==> src/rtl/mult_div_unit.sv <==
// rtl/mult_div_unit.sv - iterative MULT/MULTU/DIV/DIVU unit with architectural HI/LO registers
module mult_div_unit #(
    parameter int WIDTH = 32
) (
    input  logic             clk,
    input  logic             reset,
    input  logic             start,
    input  logic [1:0]       op,
    input  logic [WIDTH-1:0] a,
    input  logic [WIDTH-1:0] b,
    input  logic             hi_wr,
    input  logic             lo_wr,
    input  logic [WIDTH-1:0] wdata,
    output logic             busy,
    output logic             done,
    output logic [WIDTH-1:0] hi,
    output logic [WIDTH-1:0] lo
);

    localparam int CW = $clog2(WIDTH);

    typedef enum logic [1:0] {IDLE, CALC, FIX} state_t;

    state_t             state, state_next;
    logic [CW-1:0]      cnt;
    logic               is_div, neg_q, neg_r, div_zero;
    logic [WIDTH-1:0]   opnd, a_orig;
    logic [2*WIDTH-1:0] acc, acc_step, prod;
    logic               a_neg, b_neg;
    logic [WIDTH-1:0]   a_abs, b_abs, quo, rem, res_hi, res_lo;
    logic [WIDTH:0]     add_sum, rem_sh, rem_diff;

    // Signed ops run on magnitudes; signs are reapplied in FIX.
    assign a_neg = op[0] & a[WIDTH-1];
    assign b_neg = op[0] & b[WIDTH-1];
    assign a_abs = a_neg ? -a : a;
    assign b_abs = b_neg ? -b : b;

    always_comb begin
        state_next = state;
        case (state)
            IDLE:    if (start) state_next = CALC;
            CALC:    if (cnt == CW'(WIDTH - 1)) state_next = FIX;
            FIX:     state_next = IDLE;
            default: state_next = IDLE;
        endcase
    end

    // acc holds {partial product, multiplier} for multiply and {remainder, dividend/quotient} for divide.
    always_comb begin
        add_sum  = {1'b0, acc[2*WIDTH-1:WIDTH]} + (acc[0] ? {1'b0, opnd} : '0);
        rem_sh   = acc[2*WIDTH-1:WIDTH-1];
        rem_diff = rem_sh - {1'b0, opnd};
        if (is_div) begin
            if (!rem_diff[WIDTH])
                acc_step = {rem_diff[WIDTH-1:0], acc[WIDTH-2:0], 1'b1};
            else
                acc_step = {rem_sh[WIDTH-1:0], acc[WIDTH-2:0], 1'b0};
        end else begin
            acc_step = {add_sum, acc[WIDTH-1:1]};
        end
    end

    always_comb begin
        prod   = neg_q ? -acc : acc;
        quo    = acc[WIDTH-1:0];
        rem    = acc[2*WIDTH-1:WIDTH];
        res_hi = prod[2*WIDTH-1:WIDTH];
        res_lo = prod[WIDTH-1:0];
        if (is_div) begin
            if (div_zero) begin
                res_hi = a_orig;
                res_lo = '1;
            end else begin
                res_hi = neg_r ? -rem : rem;
                res_lo = neg_q ? -quo : quo;
            end
        end
    end

    always_ff @(posedge clk) begin
        if (reset) begin
            state    <= IDLE;
            cnt      <= '0;
            busy     <= 1'b0;
            done     <= 1'b0;
            hi       <= '0;
            lo       <= '0;
            acc      <= '0;
            opnd     <= '0;
            a_orig   <= '0;
            is_div   <= 1'b0;
            neg_q    <= 1'b0;
            neg_r    <= 1'b0;
            div_zero <= 1'b0;
        end else begin
            state <= state_next;
            done  <= 1'b0;
            case (state)
                IDLE: begin
                    if (hi_wr) hi <= wdata;
                    if (lo_wr) lo <= wdata;
                    if (start) begin
                        busy     <= 1'b1;
                        cnt      <= '0;
                        is_div   <= op[1];
                        neg_q    <= a_neg ^ b_neg;
                        neg_r    <= a_neg;
                        a_orig   <= a;
                        div_zero <= (b == '0);
                        opnd     <= op[1] ? b_abs : a_abs;
                        acc      <= {{WIDTH{1'b0}}, (op[1] ? a_abs : b_abs)};
                    end
                end
                CALC: begin
                    acc <= acc_step;
                    cnt <= cnt + CW'(1);
                end
                FIX: begin
                    hi   <= res_hi;
                    lo   <= res_lo;
                    done <= 1'b1;
                    busy <= 1'b0;
                end
                default: ;
            endcase
        end
    end

endmodule
==> config.mk <==
export PLATFORM = sky130hd
export DESIGN_NAME = mult_div_unit
export DESIGN_NICKNAME = d
export VERILOG_FILES = /design/src/rtl/mult_div_unit.sv
export SDC_FILE = /design/constraint.sdc
export NUM_CORES = 1
export LEC_CHECK = 0
export CORE_ASPECT_RATIO = 1.5
export CORE_UTILIZATION = 40
export DETAILED_ROUTE_END_ITERATION = 12
export GPL_TIMING_DRIVEN = 0
export SETUP_SLACK_MARGIN = 0.05
export SLEW_MARGIN = 20
export SYNTH_ARGS = -nofsm -noshare
export SYNTH_HDL_FRONTEND = slang
export SYNTH_SLANG_ARGS = --single-unit
==> constraint.sdc <==
create_clock -name clk -period 3.3 [get_ports clk]
set_input_delay 0.495 -clock clk [delete_from_list [all_inputs] [get_ports clk]]
set_output_delay 0.495 -clock clk [all_outputs]
set_load 0.01 [all_outputs]
==> results.sh, run 1 <==
export IMPL_worstMarginPinSlew_ns=1.29
export IMPL_grt_overflow_total=0
export IMPL_design_area_um2=21300
export IMPL_antenna_found_initial=1
export IMPL_ff_latch_area_um2=4130
export IMPL_slew_headroom=0.139
export IMPL_synth_simple_gate_area_share=0.204
export IMPL_synth_ff_type="dfxtp_1"
export IMPL_slowest_delay_ns=0.56
export IMPL_crit_fanout=7
export IMPL_dpl_cell_count=2986
export IMPL_clkSlewWorstSetupHoldPaths_ns=0.06
export IMPL_power_leakage_nw=7.94
export IMPL_wl_per_cell_um=29.1
export IMPL_hpwl_um=70500
export IMPL_syn_area_um2=16800
export IMPL_min_from="reset"
export IMPL_grt_pass1_vias=18400
export IMPL_drv_slew=0
export IMPL_rsz0062_at_grt="yes"
export IMPL_drtIter0Drc=1651
export IMPL_hp_class="in2reg"
export IMPL_synth_cell_types=89
export IMPL_violations="setup timing"
export IMPL_worst_ir_drop_vdd_uv=392
export IMPL_fin_util=0.517
export IMPL_cp_depth=10
export IMPL_synth_top_family_by_area="compound AO/OA/AOI/OAI gates"
export IMPL_areaGrowthSynthToFinish_pct=27.2
export IMPL_fillerInstances=4216
export IMPL_synthArstFlopShare=0
export IMPL_path_cells="or4_4 -> or4_4 -> or3_4 -> or3_4 -> buf_12 -> o41ai_4 -> xor2_1 -> mux2i_1 -> nand2_1 -> a311oi_1"
export IMPL_clk_latency_ns=0.57
export IMPL_maxCapViolCount=0
export IMPL_final_hold_viol_count=0
export IMPL_drive_gt1_frac=0.119
export IMPL_multi_input_area_um2=12300
export IMPL_instances_no_fill=3081
export IMPL_die_x_um=169
export IMPL_holdBufCountCts=0
export IMPL_grt_max_degree=13
export IMPL_crit_buf_inv=1
export IMPL_gp_congestion=0.986
export IMPL_tns_ns=-0.0793
export IMPL_htree_levels=1
export IMPL_yosysSeqAreaShare=0.245
export IMPL_timing_final_ws_setup_ns=-0.0470
export IMPL_crit_arrival_ns=3.83
export IMPL_status="finished, violations left"
export IMPL_cts_buffers=25
export IMPL_die_y_um=253
export IMPL_cp_data_required_time_ns=3.78
export IMPL_power_density_nw_per_um2=412
export IMPL_clk_path_buf_depth=3
export IMPL_grt_pass1_wl_um=126000
export IMPL_yosys_warnings=0
export IMPL_startpoint="acc[3]"
export IMPL_hold_path_depth=2
export IMPL_synthCells=2262
export IMPL_r2r_start="acc[3]"
export IMPL_worstRegToRegCells=10
export IMPL_synthMuxAreaShare=0.0457
export IMPL_core_area_um2=41200
export IMPL_holdWs_ns=0.370
export IMPL_rows=91
export IMPL_crit_path_start_kind="flop"
export IMPL_track_usage=0.408
export IMPL_worst_clock_skew_ns=0.0132
export IMPL_port_buffers=166
export IMPL_critPathCaptureType="flop"
export IMPL_clkSinkCount=205
export IMPL_ys_ff_latch=205
export IMPL_post_route_period_util=1.01
export IMPL_fin_nets=2678
export IMPL_placed_area_um2=19100
export IMPL_min_period_ns=3.35
export IMPL_synth_edf_count=0
export IMPL_ios=169
export IMPL_path_class="reg2reg"
export IMPL_dr_pass1_iters=6
export IMPL_initial_core_util=0.407
export IMPL_synth_net_count=2437
export IMPL_vias=19300
export IMPL_crit_family="simple AND/OR/NAND/NOR gates"
export IMPL_synth_compound_area_share=0.285
export IMPL_routed_wl_um=89800
export IMPL_cts_tree="built"
export IMPL_synthAdderAreaFrac=0.0546
export IMPL_crit_path_top_delay_cell="or4_4"
export IMPL_route_detailed_drc=0
export IMPL_synth_xor_area_share=0.0998
export IMPL_cts_root_buf="clkbuf_16"
export IMPL_fmax_mhz=299
export IMPL_synth_area_per_cell_um2=7.41
export IMPL_die_area_um2=42800
export IMPL_ant_nets=0
export IMPL_setup_viol=2
export IMPL_vias_per_cell=6.26
[layout make-up]
type | count | share of cell area
Multi-Input combinational cell | 1816 | 0.578
Sequential cell | 205 | 0.194
Timing Repair Buffer | 220 | 0.102
Buffer | 171 | 0.0460
Clock buffer | 36 | 0.0332
Tap cell | 558 | 0.0328
Inverter | 64 | 0.0116
Clock inverter | 8 | 0.00270
Antenna cell | 3 | 0.000352
[cells by family after synthesis]
| group | Yosys count |
|---|---|
| flip-flops | 205 |
| AND/OR/NAND/NOR | 737 |
| XOR/XNOR | 191 |
| multiplexers | 76 |
| AO/OA/AOI/OAI | 740 |
| adder cells (fa/ha/maj) | 72 |
| buffers and inverters | 241 |
[cells in the mapped netlist, drive strengths merged (22+ instances only)]
cell | instances | area [µm²]
mux2i | 72 | 721
buf | 41 | 332
o221ai | 42 | 368
o21ai | 144 | 721
or4 | 22 | 188
dfxtp | 205 | 4100
nand3 | 23 | 120
a21oi | 231 | 1160
inv | 62 | 233
nor2 | 202 | 758
a21o | 30 | 225
a211oi | 65 | 488
clkbuf | 134 | 527
o211ai | 31 | 233
xor2 | 100 | 876
o31ai | 35 | 263
nor3 | 44 | 236
a31oi | 23 | 144
ha | 70 | 876
xnor2 | 91 | 797
nand2 | 301 | 1130
or3 | 25 | 160
[worst reg2reg max path: cells and delay by family, from the launching register on]
kind	cells	cell delay (ns)
simple gates	5	1.86
compound gates	2	0.50
flops	1	0.39
mux	1	0.23
buf+inv	1	0.17
xor+xnor	1	0.10
[layout by cell type (no fill, tap or decap), types with 52 or more instances in the layout]
cell,netlist,final
nand2_1,301,299
a21oi_1,231,223
nor2_1,202,192
dfxtp_1,205,192
clkdlybuf4s50_1,0,162
o21ai_0,141,125
clkbuf_1,128,119
xor2_1,100,100
xnor2_1,91,89
mux2i_1,72,70
a211oi_1,65,59
inv_1,60,56
ha_1,70,55
buf_4,6,52
[repair_timing]
action	4_1_cts	5_1_grt
pin swaps	26	38
setup buffers	32	18
hold endpoints to repair	0	0
cloned	2	2
setup endpoints to repair	96	84
resized for setup	128	116
[power by group]
part	internal [W]	switching, W	total [W]
clock	0.00149	0.00125	0.00274
combinational	0.00126	0.00198	0.00324
sequential	0.00264	0.000154	0.00280
[final timing paths]
check / slack, ns / to
worst min-delay path: 0.37 / done
worst max-delay path: -0.05 / hi[11]
worst max register to register: -0.05 / hi[11]
worst min register to register: 0.45 / opnd[16]
[through the flow]
step | setup WS, ns | total power [W]
after detailed placement | -1.30 | 0.00562
after CTS | -0.0447 | 0.00856
after floorplan | 0.0193 | 0.00446
final | -0.0470 | 0.00878
after global placement | -1.33 | 0.00560
after global routing | -0.0976 | 0.00903
[registers in the layout, indices dropped and copies added (netlist names), 2 cells and up]
name	count
state	2
opnd	32
hi	32
lo	32
a_orig	32
cnt	5
acc	64
[metal layers]
layer | GRT usage | share of wire | vias to the layer above
met5 | 0 | 0 | -
met4 | 0.341 | 0.094 | 0
met2 | 0.680 | 0.46 | 1029
li1 | - | - | 8701
met1 | 0.460 | 0.37 | 9240
met3 | 0.0548 | 0.068 | 307
Note: power is estimated with default switching activity, not from simulation.
==> run 2, diff against run 1 <==
--- a/config.mk
+++ b/config.mk
@@ -9,7 +9,9 @@
 export CORE_UTILIZATION = 40
 export DETAILED_ROUTE_END_ITERATION = 12
 export GPL_TIMING_DRIVEN = 0
+export MAX_ROUTING_LAYER = met4
 export SETUP_SLACK_MARGIN = 0.05
+export SKIP_LAST_GASP = 1
 export SLEW_MARGIN = 20
 export SYNTH_ARGS = -nofsm -noshare
 export SYNTH_HDL_FRONTEND = slang
==> run 2 against run 1 <==
Compared with the run above: the flow still finishes with violations (setup timing); hold slack lost 0.047 ns; combinational power shrank 4%; sequential cell count is the same; maximum frequency is essentially flat; sequential share of layout area is essentially flat; die area is the same; via count grew 0.14%; register-to-register slack is essentially flat; critical endpoint unchanged.
==> results.sh, run 2 (same netlist as run 1, synthesis figures left out) <==
export IMPL_die_area_um2=42800
export IMPL_fillerInstances=4161
export IMPL_dpl_cell_count=2986
export IMPL_initial_core_util=0.407
export IMPL_hpwl_um=70500
export IMPL_critPathCaptureType="flop"
export IMPL_vias_per_cell=6.25
export IMPL_regToRegSetupSlack_ns=-0.04
export IMPL_route_detailed_drc=0
export IMPL_combPwrFrac=0.355
export IMPL_final_hold_viol_count=0
export IMPL_worst_clock_skew_ns=0.0220
export IMPL_startpoint="acc[5]"
export IMPL_rsz0062_at_grt="yes"
export IMPL_antenna_found_initial=2
export IMPL_routed_wl_um=89900
export IMPL_wl_per_cell_um=29.1
export IMPL_cp_data_required_time_ns=3.78
export IMPL_instances_no_fill=3090
export IMPL_p_clk_frac=0.326
export IMPL_total_power_w=0.00874
export IMPL_fin_nets=2689
export IMPL_r2r_start="acc[5]"
export IMPL_power_leakage_nw=7.99
export IMPL_grt_pass1_wl_um=126000
export IMPL_layout_commonest_cell="nand2_1"
export IMPL_cts_root_buf="clkbuf_16"
export IMPL_slew_headroom=0.197
export IMPL_p_int_w=0.00543
export IMPL_vias=19300
export IMPL_clkSinkCount=205
export IMPL_setup_viol=4
export IMPL_cts_tree="built"
export IMPL_clkSlewWorstSetupHoldPaths_ns=0.07
export IMPL_gp_congestion=1.02
export IMPL_drive_gt1_frac=0.123
export IMPL_sw_frac_of_total=0.378
export IMPL_post_place_ws_ns=-1.02
export IMPL_status="finished, violations left"
export IMPL_htree_levels=1
export IMPL_path_class="reg2reg"
export IMPL_violations="setup timing"
export IMPL_drtIter0Drc=1713
export IMPL_switchingPower_w=0.00330
export IMPL_drv_slew=0
export IMPL_grt_overflow_total=0
export IMPL_grt_pass1_vias=18400
export IMPL_min_period_ns=3.34
export IMPL_cts_buffers=25
export IMPL_crit_arrival_ns=3.82
export IMPL_die_y_um=253
export IMPL_rr_endpoint="hi[11]"
export IMPL_rows=91
export IMPL_worstMarginPinSlew_ns=1.20
export IMPL_crit_path_start_kind="flop"
export IMPL_ant_nets=0
export IMPL_pwr_share_seq=0.319
export IMPL_crit_fanout=5
export IMPL_die_x_um=169
export IMPL_hp_class="in2reg"
export IMPL_core_area_um2=41200
export IMPL_post_route_period_util=1.01
export IMPL_grt_max_degree=13
export IMPL_maxCapViolCount=0
export IMPL_design_area_um2=21400
export IMPL_regMostFlops="acc"
export IMPL_areaGrowthSynthToFinish_pct=27.7
export IMPL_placed_area_um2=19100
export IMPL_ios=169
export IMPL_fmax_mhz=299
export IMPL_timing_final_ws_setup_ns=-0.0444
export IMPL_clk_latency_ns=0.57
export IMPL_most_common_layout_cells="nand2_1 (298), a21oi_1 (222), dfxtp_1 (192), nor2_1 (188), clkdlybuf4s50_1 (164)"
export IMPL_worstRegToRegCells=10
export IMPL_track_usage=0.419
export IMPL_port_buffers=166
export IMPL_critPathCapture="hi[11]"
export IMPL_power_density_nw_per_um2=408
export IMPL_clk_path_buf_depth=3
export IMPL_largest_reg_flops=64
export IMPL_dr_pass1_iters=7
export IMPL_worst_ir_drop_vdd_uv=388
-- run 2: layout make-up --
| cell class | instances | area [µm²] | share of cell area |
|---|---|---|---|
| diodes | 2 | 5.00 | 0.000234 |
| plain buffers | 171 | 986 | 0.0461 |
| clock buffers | 34 | 709 | 0.0331 |
| clock inverters | 9 | 90.1 | 0.00421 |
| inverters | 64 | 251 | 0.0117 |
| multi-input cells | 1816 | 12300 | 0.575 |
| flip-flops and latches | 205 | 4140 | 0.193 |
| well taps | 558 | 698 | 0.0326 |
| repair buffers | 231 | 2210 | 0.103 |
-- run 2: worst min-delay path by stage --
stage,cells past startpoint,from,to
after floorplan,1,cnt[3],cnt[3]
after global placement,2,a_orig[24],a_orig[24]
after detailed placement,2,lo[12],lo[12]
after CTS,2,reset,done
after global routing,2,reset,done
final,2,reset,done
-- run 2: timing repair --
item | CTS | global route
hold buffers | 0 | 0
setup buffers | 27 | 37
gates resized for setup | 109 | 139
endpoints found under the setup margin | 94 | 87
cloned | 1 | 0
pin swaps | 26 | 66
-- run 2: per-stage QoR --
stage          hold WS (ns)  setup TNS (ns)   util
2_1_floorplan         0.429               0      -
3_3_place_gp          0.439          -58.32  0.464
3_5_place_dp          0.445          -57.72  0.464
4_1_cts               0.319          -0.794  0.498
5_1_grt               0.338          -0.928  0.519
6_report              0.323          -0.122  0.519
-- run 2: critical path, stage by stage (launching register included) --
cell and delay, ns:
dfxtp_4 0.34, or4_4 0.54, or4_4 0.51, or3_4 0.35, or3_4 0.40, buf_12 0.17, o41ai_4 0.21, xor2_1 0.10
mux2i_1 0.25, nand2_1 0.11, a311oi_1 0.27
-- run 2: power groups by stage --
stage                     logic (W)  registers (W)  clock network, W
after floorplan             0.00164        0.00282                 0
after global placement      0.00270        0.00284                 0
after detailed placement    0.00271        0.00284                 0
after CTS                   0.00289        0.00278           0.00285
after global routing        0.00325        0.00281           0.00293
final                       0.00310        0.00279           0.00285
-- run 2: layer usage --
layer / wire [µm] / track usage
met1: 32700 / 0.456
met2: 41600 / 0.674
met3: 6580 / 0.0603
met4: 9080 / 0.354
met5: 0 / -
==> run 3, diff against run 2 <==
--- a/config.mk
+++ b/config.mk
@@ -9,9 +9,9 @@
 export CORE_UTILIZATION = 40
 export DETAILED_ROUTE_END_ITERATION = 12
 export GPL_TIMING_DRIVEN = 0
+export HOLD_SLACK_MARGIN = 0.1
 export MAX_ROUTING_LAYER = met4
 export SETUP_SLACK_MARGIN = 0.05
-export SKIP_LAST_GASP = 1
 export SLEW_MARGIN = 20
 export SYNTH_ARGS = -nofsm -noshare
 export SYNTH_HDL_FRONTEND = slang
==> run 3 against run 2 <==
Compared with the run above: the run still ends with setup timing left; non-clock buffer count fell by 4; clock-buffer cell count did not move; sequential cell count did not move; die area did not move; register-to-register slack got worse by 0.05 ns; cell area rose by 0.14%; critical endpoint is now acc[53]; largest cell class unchanged.
==> results.sh, run 3 (same netlist as run 1, synthesis figures left out) <==
export IMPL_status="finished, violations left"
export IMPL_violations="setup timing"
export IMPL_die_x_um=169
export IMPL_crit_fanout=7
export IMPL_vias=19300
export IMPL_die_area_um2=42800
export IMPL_fin_nets=2685
export IMPL_drive_gt1_frac=0.125
export IMPL_core_area_um2=41200
export IMPL_min_period_ns=3.39
export IMPL_setup_viol=6
export IMPL_track_usage=0.420
export IMPL_rsz0062_at_grt="yes"
export IMPL_gp_congestion=1.02
export IMPL_p_int_w=0.00544
export IMPL_fillerInstances=4152
export IMPL_vias_per_cell=6.26
export IMPL_areaGrowthSynthToFinish_pct=27.9
export IMPL_htree_levels=1
export IMPL_pwr_share_seq=0.320
export IMPL_grt_pass1_vias=18500
export IMPL_antenna_found_initial=2
export IMPL_wl_per_cell_um=29.1
export IMPL_holdBufCountCts=0
export IMPL_fmax_mhz=295
export IMPL_ios=169
export IMPL_path_class="reg2reg"
export IMPL_routed_wl_um=89900
export IMPL_crit_arrival_ns=3.87
export IMPL_clkSinkCount=205
export IMPL_final_hold_viol_count=0
export IMPL_port_buffers=166
export IMPL_regMostFlops="acc"
export IMPL_drtIter0Drc=1878
export IMPL_timing_final_ws_setup_ns=-0.0918
export IMPL_layout_commonest_cell="nand2_1"
export IMPL_rows=91
export IMPL_ant_nets=0
export IMPL_cp_data_required_time_ns=3.78
export IMPL_route_detailed_drc=0
export IMPL_cts_tree="built"
export IMPL_die_y_um=253
export IMPL_drv_slew=0
export IMPL_maxCapViolCount=0
export IMPL_worstMarginPinSlew_ns=1.24
export IMPL_most_common_layout_cells="nand2_1 (298), a21oi_1 (220), dfxtp_1 (192), nor2_1 (185), clkdlybuf4s50_1 (164)"
export IMPL_dpl_cell_count=2986
export IMPL_hpwl_um=70500
export IMPL_power_leakage_nw=7.99
export IMPL_grt_max_degree=13
export IMPL_clk_path_buf_depth=3
export IMPL_sw_frac_of_total=0.378
export IMPL_worst_clock_skew_ns=0.0185
export IMPL_post_place_ws_ns=-1.02
export IMPL_clkSlewWorstSetupHoldPaths_ns=0.06
export IMPL_initial_core_util=0.407
export IMPL_p_clk_frac=0.325
export IMPL_post_route_period_util=1.03
export IMPL_critPathCaptureType="flop"
export IMPL_hp_class="in2reg"
export IMPL_worst_ir_drop_vdd_uv=392
export IMPL_dr_pass1_iters=6
export IMPL_placed_area_um2=19100
export IMPL_slew_headroom=0.172
export IMPL_switchingPower_w=0.00330
export IMPL_grt_pass1_wl_um=126000
export IMPL_power_density_nw_per_um2=408
export IMPL_cts_root_buf="clkbuf_16"
export IMPL_grt_overflow_total=0
export IMPL_design_area_um2=21400
export IMPL_total_power_w=0.00874
export IMPL_crit_path_start_kind="flop"
export IMPL_instances_no_fill=3086
export IMPL_largest_reg_flops=64
export IMPL_cts_buffers=25
export IMPL_clk_latency_ns=0.56
export IMPL_combPwrFrac=0.355
==> run 3: final cells by class <==
class                      instances  area, µm²  area share
multi-input combinational       1816      12400       0.577
sequential                       205       4140       0.193
timing repair buffer             227       2210       0.103
buffer                           171        976      0.0455
clock buffer                      34        709      0.0331
tap                              558        698      0.0326
inverter                          64        251      0.0117
clock inverter                     9       90.1     0.00420
antenna                            2       5.00    0.000233
==> run 3: power groups by stage <==
stage / sequential (W) / combinational, W / clock [W]
after detailed placement: 0.00284 / 0.00271 / 0
after CTS: 0.00279 / 0.00290 / 0.00285
after global placement: 0.00284 / 0.00270 / 0
after floorplan: 0.00282 / 0.00164 / 0
after global routing: 0.00281 / 0.00326 / 0.00293
final: 0.00279 / 0.00311 / 0.00284
==> run 3: routing by layer <==
| layer | up-vias | GRT usage | routed length (µm) |
|---|---|---|---|
| li1 | 8701 | - | - |
| met1 | 9223 | 0.464 | 33000 |
| met2 | 1033 | 0.675 | 41700 |
| met3 | 351 | 0.0512 | 6240 |
| met4 | 0 | 0.349 | 8980 |
| met5 | - | - | 0 |
==> run 3: path summary, 6_finish.rpt <==
kind / start / endpoint / slack [ns] / cells past startpoint
setup reg to reg: acc[0] / acc[53] / -0.09 / 16
hold reg to reg: lo[12] / lo[12] / 0.45 / 2
hold / removal: reset / done / 0.34 / 2
setup / recovery: acc[0] / acc[53] / -0.09 / 16
==> run 3: worst max-delay path: stages, from the launching register on <==
cell	delay (ns)
dfxtp_4	0.36
buf_6	0.12
clkinvlp_4	0.17
buf_8	0.19
nor2_2	0.08
ha_1	0.29
and2_4	0.19
and4_1	0.22
o211a_1	0.17
o31a_1	0.35
buf_6	0.15
a21oi_4	0.24
nor2b_4	0.23
buf_12	0.12
xnor2_4	0.14
o21ai_2	0.08
a211oi_2	0.19
==> run 3: metrics by stage <==
stage	utilization	hold WS, ns	setup TNS [ns]
floorplan	-	0.429	0
global placement	0.464	0.439	-58.32
detailed placement	0.464	0.445	-57.72
CTS	0.499	0.319	-0.270
global route	0.520	0.338	-0.921
finish	0.520	0.338	-0.274
==> run 3: timing repair <==
action / 4_1_cts / 5_1_grt
setup buffers: 27 / 33
endpoints found under the setup margin: 94 / 84
gates cloned: 1 / 0
endpoints found under the hold margin: 0 / 0
pin swaps: 28 / 63
gates resized for setup: 119 / 142
